===== src/rtl/config_stream_loader_pkg.sv =====
// Shared definitions for the configuration stream loader: FSM states,
// stream framing sizes and the reserved idle address that no tile decodes.
package config_stream_loader_pkg;

  typedef enum logic [1:0] {
    S_HDR   = 2'd0,
    S_REC   = 2'd1,
    S_WRITE = 2'd2,
    S_DONE  = 2'd3
  } state_e;

  localparam int HDR_BYTES = 4;
  localparam int REC_BYTES = 8;

  // tile_id 16'hFFFF is reserved, so this address never enables a tile
  localparam logic [31:0] CFG_IDLE_ADDR = 32'hFFFF_FFFF;

  // True when the byte at this index completes the header or a record
  function automatic logic isLastByte(input state_e s, input logic [2:0] idx);
    return ((s == S_HDR) && (idx == 3'(HDR_BYTES - 1))) ||
           ((s == S_REC) && (idx == 3'(REC_BYTES - 1)));
  endfunction

endpackage


===== src/rtl/config_stream_loader_byte_packer.sv =====
// Little-endian byte packer: bytes shift in from the top so the first byte
// ends up in the least significant position. word_o is the 64-bit view that
// includes the byte being offered now, so the consumer can act on the last
// byte in the same cycle it is accepted.
module cfg_byte_packer (
  input  logic        clk,
  input  logic        reset,
  input  logic        clear_i,
  input  logic        shift_i,
  input  logic [7:0]  byte_i,
  output logic [63:0] word_o,
  output logic [2:0]  index_o
);

  logic [55:0] word_q;
  logic [2:0]  index_q;

  // Shift accepted bytes in and track how many of the current frame have arrived
  always_ff @(posedge clk) begin
    if (reset) begin
      word_q  <= '0;
      index_q <= '0;
    end else begin
      if (shift_i) begin
        word_q <= {byte_i, word_q[55:8]};
      end
      if (clear_i) begin
        index_q <= '0;
      end else if (shift_i) begin
        index_q <= index_q + 3'd1;
      end
    end
  end

  assign word_o  = {byte_i, word_q};
  assign index_o = index_q;

endmodule


===== src/rtl/config_stream_loader.sv =====
// Unpacks a valid/ready byte stream (record count, then addr/data records)
// into single-cycle {config_addr, config_data} writes broadcast to all tiles.
// Outputs are registered so tiles never see a partially assembled address.
module config_stream_loader
  import config_stream_loader_pkg::*;
#(
  parameter logic [31:0] IDLE_ADDR = CFG_IDLE_ADDR,
  parameter int          CNT_W     = 16
) (
  input  logic             clk,
  input  logic             reset,
  input  logic [7:0]       in_data,
  input  logic             in_valid,
  output logic             in_ready,
  input  logic             start,
  output logic [31:0]      config_addr,
  output logic [31:0]      config_data,
  output logic             busy,
  output logic             done,
  output logic [CNT_W-1:0] words_written
);

  state_e           state_q, state_d;
  logic [CNT_W-1:0] remaining_q, remaining_d;
  logic [CNT_W-1:0] wordsWritten_q, wordsWritten_d;
  logic [31:0]      addr_q, addr_d;
  logic [31:0]      data_q, data_d;

  logic        accept;
  logic        lastByte;
  logic        packClear;
  logic [63:0] packWord;
  logic [2:0]  packIndex;

  assign in_ready = (state_q == S_HDR) || (state_q == S_REC);
  assign accept   = in_valid && in_ready;
  assign lastByte = accept && isLastByte(state_q, packIndex);

  cfg_byte_packer u_packer (
    .clk     (clk),
    .reset   (reset),
    .clear_i (packClear),
    .shift_i (accept),
    .byte_i  (in_data),
    .word_o  (packWord),
    .index_o (packIndex)
  );

  // Register FSM state, counters and the write-bus outputs
  always_ff @(posedge clk) begin
    if (reset) begin
      state_q        <= S_HDR;
      remaining_q    <= '0;
      wordsWritten_q <= '0;
      addr_q         <= IDLE_ADDR;
      data_q         <= '0;
    end else begin
      state_q        <= state_d;
      remaining_q    <= remaining_d;
      wordsWritten_q <= wordsWritten_d;
      addr_q         <= addr_d;
      data_q         <= data_d;
    end
  end

  // Next-state logic; the bus defaults to idle so only S_WRITE shows a record
  always_comb begin
    state_d        = state_q;
    remaining_d    = remaining_q;
    wordsWritten_d = wordsWritten_q;
    addr_d         = IDLE_ADDR;
    data_d         = '0;
    packClear      = 1'b0;
    case (state_q)
      S_HDR: begin
        if (lastByte) begin
          packClear = 1'b1;
          if (packWord[32 +: CNT_W] == '0) begin
            state_d = S_DONE;
          end else begin
            remaining_d = packWord[32 +: CNT_W];
            state_d     = S_REC;
          end
        end
      end
      S_REC: begin
        if (lastByte) begin
          addr_d  = packWord[31:0];
          data_d  = packWord[63:32];
          state_d = S_WRITE;
        end
      end
      S_WRITE: begin
        remaining_d = remaining_q - CNT_W'(1);
        if (wordsWritten_q != '1) begin
          wordsWritten_d = wordsWritten_q + CNT_W'(1);
        end
        state_d = (remaining_q == CNT_W'(1)) ? S_DONE : S_REC;
      end
      S_DONE: begin
        if (start) begin
          wordsWritten_d = '0;
          state_d        = S_HDR;
        end
      end
      default: state_d = S_HDR;
    endcase
  end

  assign config_addr   = addr_q;
  assign config_data   = data_q;
  assign done          = (state_q == S_DONE);
  assign busy          = (state_q == S_WRITE) || (in_ready && (packIndex != 3'd0));
  assign words_written = wordsWritten_q;

endmodule


===== config.mk =====
export PLATFORM = sky130hd
export DESIGN_NAME = config_stream_loader
export DESIGN_NICKNAME = d
export VERILOG_FILES = /design/src/rtl/config_stream_loader_pkg.sv /design/src/rtl/config_stream_loader_byte_packer.sv /design/src/rtl/config_stream_loader.sv
export SDC_FILE = /design/constraint.sdc
export NUM_CORES = 1
export LEC_CHECK = 0
export ABC_AREA = 1
export BUFFER_PORTS_ARGS = -buffer_cell sky130_fd_sc_hd__buf_4
export CORE_MARGIN = 2
export CORE_UTILIZATION = 60
export CTS_CLUSTER_DIAMETER = 60
export CTS_CLUSTER_SIZE = 16
export DETAILED_ROUTE_END_ITERATION = 12
export GPL_ROUTABILITY_DRIVEN = 0
export HOLD_SLACK_MARGIN = 0.02
export PLACE_DENSITY = 0.84
export SLEW_MARGIN = 0
export SYNTH_ARGS = -nofsm -noshare
export SYNTH_HDL_FRONTEND = slang
export SYNTH_SLANG_ARGS = --single-unit
export TNS_END_PERCENT = 5

===== constraint.sdc =====
create_clock -name clk -period 2.8 [get_ports clk]
set_input_delay 0 -clock clk [delete_from_list [all_inputs] [get_ports clk]]
set_output_delay 0 -clock clk [all_outputs]
set_load 0.02 [all_outputs]

# Word level (Yosys, flattened, before mapping)
# Index checks and enable logic that the tools add are counted.
# classes
reduce_logical	18
bitwise	2
eq_ne	12
muxes	14
n_addsub	3
# ops
cell	count
$mux W16	4
$pmux W16 S2	2
$add A16 B1 Y16 const B	1
$eq A16 B1 Y1 const B	1
$logic_not A16 Y1	1
$ne A16 B16 Y1 const B	1
$sub A16 B1 Y16 const B	1
$mux W2	5
$ne A2 B2 Y1 const B	5
$reduce_and A3 Y1	3
$pmux W2 S4	1
$logic_and A1 B1 Y1	5
$eq A2 B2 Y1 const B	2
$reduce_bool A2 Y1	2
$add A3 B1 Y3 const B	1
$eq A3 B2 Y1 const B	1
$eq A3 B3 Y1 const B	1
$logic_or A1 B1 Y1	3
$reduce_bool A3 Y1	1
$reduce_or A3 Y1	1
$eq A2 B1 Y1 const B	1
$logic_not A2 Y1	1
$mux W1	2
$not A1 Y1	2
$reduce_or A2 Y1	1
# totals
wordCells	56
in_bits	12
regBits	157
output_inout_bits	83

# Logic depth before layout (Yosys ltp)
# Gate-level depths: netlist (run 1).
# logic_depth
depth_word	7
ltp_mapped	12
mapped_depth_nobuf	11

# Modules after synthesis
# A second synthesis (run 1) with hierarchy kept.
# unflattened
hier_cells	834
hier_area_um2	6266.0
# modules_own_cells
mod	area_per_inst_um2	instances	seq_area_each_um2	cells_per_inst
config_stream_loader	4063.9	1	1961.9	563
cfg_byte_packer	2202.1	1	1181.1	271

# Least setup slack after synthesis (run 1)
# OpenSTA, ideal clock, no wires.
# synth_path
path_type	reg-to-reg
startpoint	register wordsWritten_q[0] (netlist: words_written[0])
endpoint	register wordsWritten_q[8] (netlist: words_written[8])
arrival_ns	1.653
path_slack_ns	1.015
t_required_ns	2.668
n_path_buf	1
setup_ns	0.132
path_stages_with_launch	10
synth_period_minus_slack_ns	1.785
path_cell_list	dfxtp_1 ha_1 nand3_1 nor2_1 nand4_1 nand3_2 inv_1 buf_2 nand2_1 a21oi_1
# synth_via
elab_chain_len	3
word_cells_on_any_way	6
classes_between	1 x add/sub; 2 x eq/ne; 2 x mux; 1 x reduce/logical
# synth_rtl
item	line	source
start: declaration	config_stream_loader.sv:25	logic [CNT_W-1:0] wordsWritten_q, wordsWritten_d;
start signal: assignment	config_stream_loader.sv:60	wordsWritten_q <= wordsWritten_d;
$add A16 B1 Y16 / $ne A16 B16 Y1 (equally long branches)	config_stream_loader.sv:96, config_stream_loader.sv:95	
$mux W16 / $ne A2 B2 Y1 (equally long branches)	n/a	
$pmux W16 S2 / $reduce_and A3 Y1 (equally long branches)	n/a	
# Parallel ways exist; a longest one is shown, timed or not. The select of a mux whose other input is x is not followed.
# A chain may end at the register's enable or synchronous reset.

# Final worst setup path (run 1)
# layout_path
startpoint	register state_q[1]
endpoint	register data_q[2] (netlist: config_data[2])
# layout_via
elab_chain_len	6
word_cells_on_any_way	11
classes_between	1 x eq/ne; 2 x bitwise; 8 x reduce/logical
# layout_rtl
item	line	source
start: declaration	config_stream_loader.sv:23	state_e state_q, state_d;
start signal: assignment	config_stream_loader.sv:58	state_q <= state_d;
$eq A2 B1 Y1 / $logic_not A2 Y1 (equally long branches)	n/a	
$logic_or A1 B1 Y1 (tied with other cells)	config_stream_loader.sv:35	assign in_ready = (state_q == S_HDR) || (state_q == S_REC);
$logic_and A1 B1 Y1 / $logic_or A1 B1 Y1 (equally long branches)	config_stream_loader.sv:36, config_stream_loader_pkg.sv:20	
$logic_and A1 B1 Y1	config_stream_loader.sv:37	assign lastByte = accept && isLastByte(state_q, packIndex);
$not A1 Y1 (no source line)	n/a	
$reduce_or A3 Y1 (no source line) *	n/a	
end signal: assignment	config_stream_loader.sv:62	data_q <= data_d;
end: declaration	config_stream_loader.sv:27	logic [31:0] data_q, data_d;
# Mark *: on every way between the ends. The rest lies on a longest branch, timed or not.

==> results of run 1 <==
-- sequential cells by signal (all words and copies together) (netlist names) --
name              flops
config_addr          32
config_data          32
remaining_q          16
state_q               2
u_packer.index_o      3
u_packer.word_q      56
words_written        16
-- area by class of cell --
class | count | area share (%)
well taps | 133 | 2.19
multi-input cells | 546 | 33.5
clock inverters | 14 | 2.34
flip-flops and latches | 157 | 41.4
inverters | 76 | 3.79
clock buffers | 18 | 5.51
repair buffers | 110 | 11.2
-- metal layers --
layer / up-vias / global-route usage, % / routed length (µm)
li1: 2768 / - / -
met1: 2624 / 33.3 / 6200
met2: 264 / 46.4 / 7290
met3: 40 / 6.80 / 1090
met4: 0 / 11.4 / 384
met5: - / 0 / 0
-- timing repair --
action,CTS,global route
hold buffers,11,0
endpoints found under the hold margin,41,0
endpoints found under the setup margin,0,0
setup buffers,0,0
-- cell families (layout without fill, tap and decap cells) --
logic type | count (synthesis) | after routing
xor+xnor | 6 | 6
buf+inv | 112 | 218
flops | 157 | 157
simple gates | 385 | 385
compound gates | 148 | 148
fa+ha+maj | 7 | 7
-- layout by cell type, fill, tap and decap left out, types with 3 or more instances in the layout --
master,netlist,final
nor2_1,166,165
or2_1,28,28
nand2_1,131,131
a21oi_1,62,62
xor2_1,5,5
inv_8,0,4
o21ai_0,76,76
buf_4,2,99
clkbuf_16,0,16
inv_6,0,3
or2_2,4,4
ha_1,7,7
o21bai_1,3,3
nand4_1,8,8
nand3_1,35,35
dfxtp_1,157,157
inv_1,73,72
dlygate4sd3_1,0,11
nor3_1,4,4
nand2_2,3,3
-- through the flow --
step / cell area (µm²) / util [%] / worst slack [ps] / hold WS (ps) / instances
6_report: 7590 / 76.9 / 668 / 238 / 1054
5_1_grt: 7590 / 76.9 / 481 / 258 / 1054
4_1_cts: 7590 / 76.9 / 673 / 217 / 1054
3_5_place_dp: 6880 / 69.8 / 717 / 240 / 1011
3_3_place_gp: 6880 / 69.8 / 800 / 230 / 1011
2_1_floorplan: 6130 / - / 1010 / 69.1 / 815
-- worst max path at each step --
stage,from,to,slack (ps),depth (start not counted)
global route,state_q[1],config_data[2],480,8
finish,state_q[1],config_data[2],670,8
detailed placement,state_q[1],config_data[24],720,8
CTS,state_q[1],config_data[2],670,8
floorplan,words_written[0],words_written[8],1010,9
global placement,state_q[1],config_data[29],800,8
-- tightest hold or removal path, cell delays in order --
cell           delay (ps)
dlygate4sd3_1         520
buf_4                 100
inv_1                  40
nor2_1                 90
-- where the power goes --
| part | leakage (nW) | switching [mW] | total [mW] | internal, mW |
|---|---|---|---|---|
| logic | 1.68 | 0.168 | 0.259 | 0.0907 |
| clock network | 0.291 | 0.996 | 2.31 | 1.31 |
| registers | 1.28 | 0.0419 | 2.33 | 2.29 |
| total | 3.25 | 1.21 | 4.90 | 3.69 |
==> summary.txt, run 1 <==
Synth
  – Syn Nets: 834
  – Post-synth EDFFs: 0
  – Synth Flop Type: dfxtp_1
  – Gate Count Post-Synth: 815
  – FF+latch count, synth: 157
  – Avg Inst Size Synth: 7.52 µm²
  – Main combinational cell family by area after synthesis: simple AND/OR/NAND/NOR gates
  – Top post-synthesis cells by count: nor2_1, dfxtp_1, nand2_1
  – Most numerous cell in the Yosys netlist: nor2_1
  – Compound-Gate Fraction of Synth Area: 12.3%
  – Yosys top cell by area: dfxtp_1
  – Post-synth top area share: 51.3%
  – Yosys warnings: 0
  – Synth Area in Adders: 1.43%
  – Synth Area in Simple Gates: 26.7%
  – Seq/Total Area, Yosys: 51.3%
  – Post-synth ARST share: 0%
  – Netlist Area Pre-Place: 6130 µm²
  – Yosys cell types: 34
  – Most area-consuming cells after synthesis: dfxtp_1, nor2_1, nand2_1
  – Mux share of post-synthesis cell area: 0%
  – Post-synthesis xor/xnor area fraction: 0.857%

Route
  – Drt pass-1 iters: 7
  – Vias per inst: 5.40
  – Wire length per cell: 14.2 µm
  – Detail Route Antenna Nets: 0
  – Drt total wl: 15.0 mm
  – Starting DRT DRC Count: 372
  – Drt drc: 0
  – Via count: 5696

Final layout
  – Multi-input gate area: 2540 µm²
  – Final nets: 927
  – Ant diodes: 0
  – Fillers: 663
  – Area Overhead vs Synth: 23.8%
  – Layout cell share with drive strength beyond 1: 15.7%
  – Reg area: 3140 µm²

Setup path
  – Critical R2R Capture: config_data[2]
  – Worst Setup Start Kind: flip-flop
  – R2R setup slack: 670 ps
  – Max incr delay on CP: 650 ps
  – Cell family with most CP delay: simple AND/OR/NAND/NOR gates
  – Crit path capture type: flip-flop
  – Worst path slowest cell: dfxtp_1
  – Critical-path cell list: nor2_2 -> nand2_1 -> nand2_1 -> nand2_2 -> nor3_4 -> nand2_2 -> buf_4 -> nor2_1
  – Crit path arrival time: 2550 ps
  – Critical path class: reg -> reg
  – Reg2reg path depth: 8
  – Critical path required time: 3220 ps
  – RR Startpoint: state_q[1]
  – Worst-path maximum fanout: 41
  – WP buf/inv: 1

Floorplanning
  – Io pins: 95
  – Chip height: 105 µm
  – Starting Density: 62.2%
  – Core area: 9860 µm²
  – Die area: 11000 µm²
  – Die Wd: 105 µm
  – # rows: 36

Job
  – Number of max-cap violations: 0

CTS
  – CTS sink cnt: 157
  – Max Root-Sink Buffers: 2
  – CTS Root Cell: clkbuf_8
  – PostCTS Resize Cnt: 0
  – Skew-Pair Late Insertion Delay: 540 ps
  – CTS Buf Count: 17
  – CTS tree: built
  – Clock-pin slew on the worst setup and hold paths: 70 ps
  – H-tree depth: 4

Pwr
  – Power Total: 4.90 mW
  – Cell Pwr Density: 646 nW/µm²
  – P_leak: 3.25 nW
  – Max VDD drop: 0.000417 V

Timing
  – Slew Limit Headroom: 49.1%
  – RSZ-0062 raised after global routing: no
  – Post-Route Setup TNS: 0 ps
  – Maximum clock rate: 0.469 GHz
  – Final Slew Violations: 0
  – Final hold violation count: 0
  – Tmin final: 2130 ps
  – Setup Viol. Count Final: 0
  – Clock Skew: 7.74 ps
  – Final period util: 76.1%
  – Least-Margin Pin Slew: 763 ps

Place
  – Post-DP HPWL: 9.30 mm
  – Port buffer count: 94

Global route
  – Largest net degree at the start of global routing: 92
  – GRT Util Overall: 27.4%
  – Number of global-route vias before repair: 5285
  – Initial antenna violation count: 0
  – First-pass GRT wire length: 24.7 mm
  – Remaining global-route overflow: 0

Hold path
  – Worst Hold End: config_data[30]
  – Hold Path Class: in -> reg
  – Hold_sp: in_data[6]
  – Hold Path Depth: 4

Outcome
  – Status: finished clean
Power figures use the tool's default switching activity.
==> inputs of run 2 (changes only) <==
ABC_AREA = 0   (was 1)
CORE_UTILIZATION = 56   (was 60)
PLACE_DENSITY = 0.79   (was 0.84)
clock period = 2.1 ns   (was 2.8 ns; I/O delays follow)
==> run 2 against run 1 <==
Effect of this change: critical path depth unchanged; largest cell class unchanged; global-route usage decreased by 3.2 points; combinational power down 8.5%; die area is 3.5% higher; count of clock-buffer cells in the layout increased by 1; cell count fell by 14%; critical endpoint is now remaining_q[13]; worst hold slack worse by 16 ps; first-iteration DRC count increased by 22%.
==> summary.txt, run 2 <==
Floorplanning
  – Io pins: 95
  – Die area: 11400 µm²
  – Die Wd: 107 µm
  – Chip height: 107 µm
  – Core area: 10300 µm²
  – # rows: 37
  – Starting Density: 57.4%

Setup path
  – R2R setup slack: 220 ps
  – Reg2reg path depth: 8
  – Critical path class: reg -> reg
  – RR Startpoint: u_packer.index_o[0]
  – Crit path capture type: flip-flop
  – Worst Setup Start Kind: flip-flop
  – Critical path required time: 2540 ps
  – Critical R2R Capture: remaining_q[13]
  – Critical path origin: u_packer.index_o[0]
  – Worst-path maximum fanout: 12
  – Crit path arrival time: 2320 ps
  – CP Capture Point: remaining_q[13]

Synth
  – Post-synth EDFFs: 0
  – Yosys top cell by area: dfxtp_1
  – Syn Nets: 675
  – Netlist Area Pre-Place: 5930 µm²
  – FF+latch count, synth: 157
  – Post-synth top area share: 53.0%
  – Seq/Total Area, Yosys: 53.0%
  – Avg Inst Size Synth: 9.04 µm²
  – Top post-synthesis cells by count: dfxtp_1, nand2_1, a21oi_1
  – Post-synth ARST share: 0%
  – Gate Count Post-Synth: 656
  – Yosys cell types: 54
  – Synth Flop Type: dfxtp_1
  – Yosys warnings: 0
  – Most numerous cell in the Yosys netlist: dfxtp_1
  – Most area-consuming cells after synthesis: dfxtp_1, nand2_1, a21oi_1

Pwr
  – P_leak: 2.85 nW
  – Power Total: 6.16 mW
  – Cell Pwr Density: 821 nW/µm²
  – P_sw: 1.41 mW
  – Comb pwr share: 3.8%
  – Max VDD drop: 0.000450 V
  – Clock Power Share: 47.1%
  – P_int: 4.75 mW
  – Sw Ratio: 22.9%
  – Part of the power in registers: 49.0%

Hold path
  – Hold Path Class: in -> reg

Route
  – Starting DRT DRC Count: 455
  – Wire length per cell: 14.7 µm
  – Drt total wl: 13.4 mm
  – Drt drc: 0
  – Detail Route Antenna Nets: 0
  – Via count: 4910
  – Vias per inst: 5.39
  – Drt pass-1 iters: 5

CTS
  – CTS sink cnt: 157
  – CTS Buf Count: 17
  – Skew-Pair Late Insertion Delay: 530 ps
  – Max Root-Sink Buffers: 2
  – Clock-pin slew on the worst setup and hold paths: 70 ps
  – Setup Buffers After CTS: 0
  – H-tree depth: 4
  – CTS Root Cell: clkbuf_8
  – CTS tree: built

Global route
  – Remaining global-route overflow: 0
  – Number of global-route vias before repair: 4588
  – First-pass GRT wire length: 22.0 mm
  – Initial antenna violation count: 0
  – Largest net degree at the start of global routing: 65
  – GRT Util Overall: 24.2%

Timing
  – Clock Skew: 8.93 ps
  – RSZ-0062 raised after global routing: no
  – Slew Limit Headroom: 60.7%
  – Final Slew Violations: 0
  – Final hold violation count: 0
  – Maximum clock rate: 0.532 GHz
  – Tmin final: 1880 ps
  – Least-Margin Pin Slew: 587 ps
  – Post-Route Setup TNS: 0 ps
  – Setup Viol. Count Final: 0
  – Final period util: 89.6%

Final layout
  – Biggest register: u_packer.word_q
  – Max FFs per register: 56
  – Area Overhead vs Synth: 26.6%
  – Final nets: 781
  – Commonest non-fill, non-tap cell in the layout: dfxtp_1
  – Ant diodes: 0
  – Layout cell share with drive strength beyond 1: 22.7%
  – Commonest non-fill, non-tap cells in the layout: dfxtp_1, nand2_1, buf_4, a21oi_1, nor2_1

Place
  – Port buffer count: 94
  – Post-DP HPWL: 8.67 mm

Outcome
  – Status: finished clean

Job
  – Number of max-cap violations: 0
[run 2: area by class of cell]
class | count | area [µm²]
Clock buffer | 19 | 442
Clock inverter | 13 | 128
Fill cell | 751 | 2820
Inverter | 12 | 45.0
Multi-Input combinational cell | 449 | 2580
Sequential cell | 157 | 3140
Tap cell | 136 | 170
Timing Repair Buffer | 125 | 1000
[run 2: power groups by stage]
stage	clock network, mW	registers, mW	logic, mW
after global routing	3.07	3.02	0.261
after CTS	2.94	3.02	0.231
after global placement	0	3.09	0.207
final	2.91	3.02	0.237
after detailed placement	0	3.09	0.212
after floorplan	0	3.08	0.139
[run 2: what timing repair did]
| action | CTS | global route |
|---|---|---|
| hold endpoints to repair | 44 | 0 |
| hold buffers | 11 | 0 |
| resized for setup | 0 | 3 |
| endpoints found under the setup margin | 0 | 12 |
[run 2: cell families after synthesis]
logic type | count (synthesis) | synth area share, %
AOI/OAI and AO/OA | 136 | 14.4
adders and majority gates | 7 | 1.48
DFF | 157 | 53.0
buffers and inverters | 50 | 3.97
xor gates and xnor gates | 14 | 2.07
and+or+nand+nor | 292 | 25.1
[run 2: per-layer routing]
metal	vias up	global-route usage, %	routed length (µm)
li1	2435	-	-
met2	144	40.8	6660
met5	-	0	0
met3	30	4.44	595
met1	2301	30.6	5810
met4	0	10.1	341
[run 2: worst min path at each step]
stage | from | end | cells past startpoint
finish | in_data[3] | config_data[27] | 3
global route | in_data[3] | config_data[27] | 3
CTS | in_data[7] | config_data[31] | 3
detailed placement | in_data[2] | config_data[26] | 2
global placement | in_data[3] | config_data[27] | 2
floorplan | in_data[0] | config_data[24] | 1
[run 2: metrics by stage]
step | util (%) | std cells | cell area [µm²] | setup slack [ps] | hold slack (ps)
after detailed placement | 66.0 | 868 | 6810 | 70.7 | 217
final | 72.7 | 911 | 7510 | 219 | 222
after CTS | 72.6 | 911 | 7490 | 46.4 | 217
after global placement | 66.0 | 868 | 6810 | 225 | 215
after floorplan | - | 656 | 5930 | 353 | 122
after global routing | 72.7 | 911 | 7510 | 22.4 | 240
[run 2: critical path, stage by stage (launching register included)]
cell	delay [ps]
dfxtp_1	390
ha_1	220
ha_1	210
a21oi_1	80
nor2_1	200
o21a_4	250
buf_4	160
a21oi_1	60
a211oi_1	210
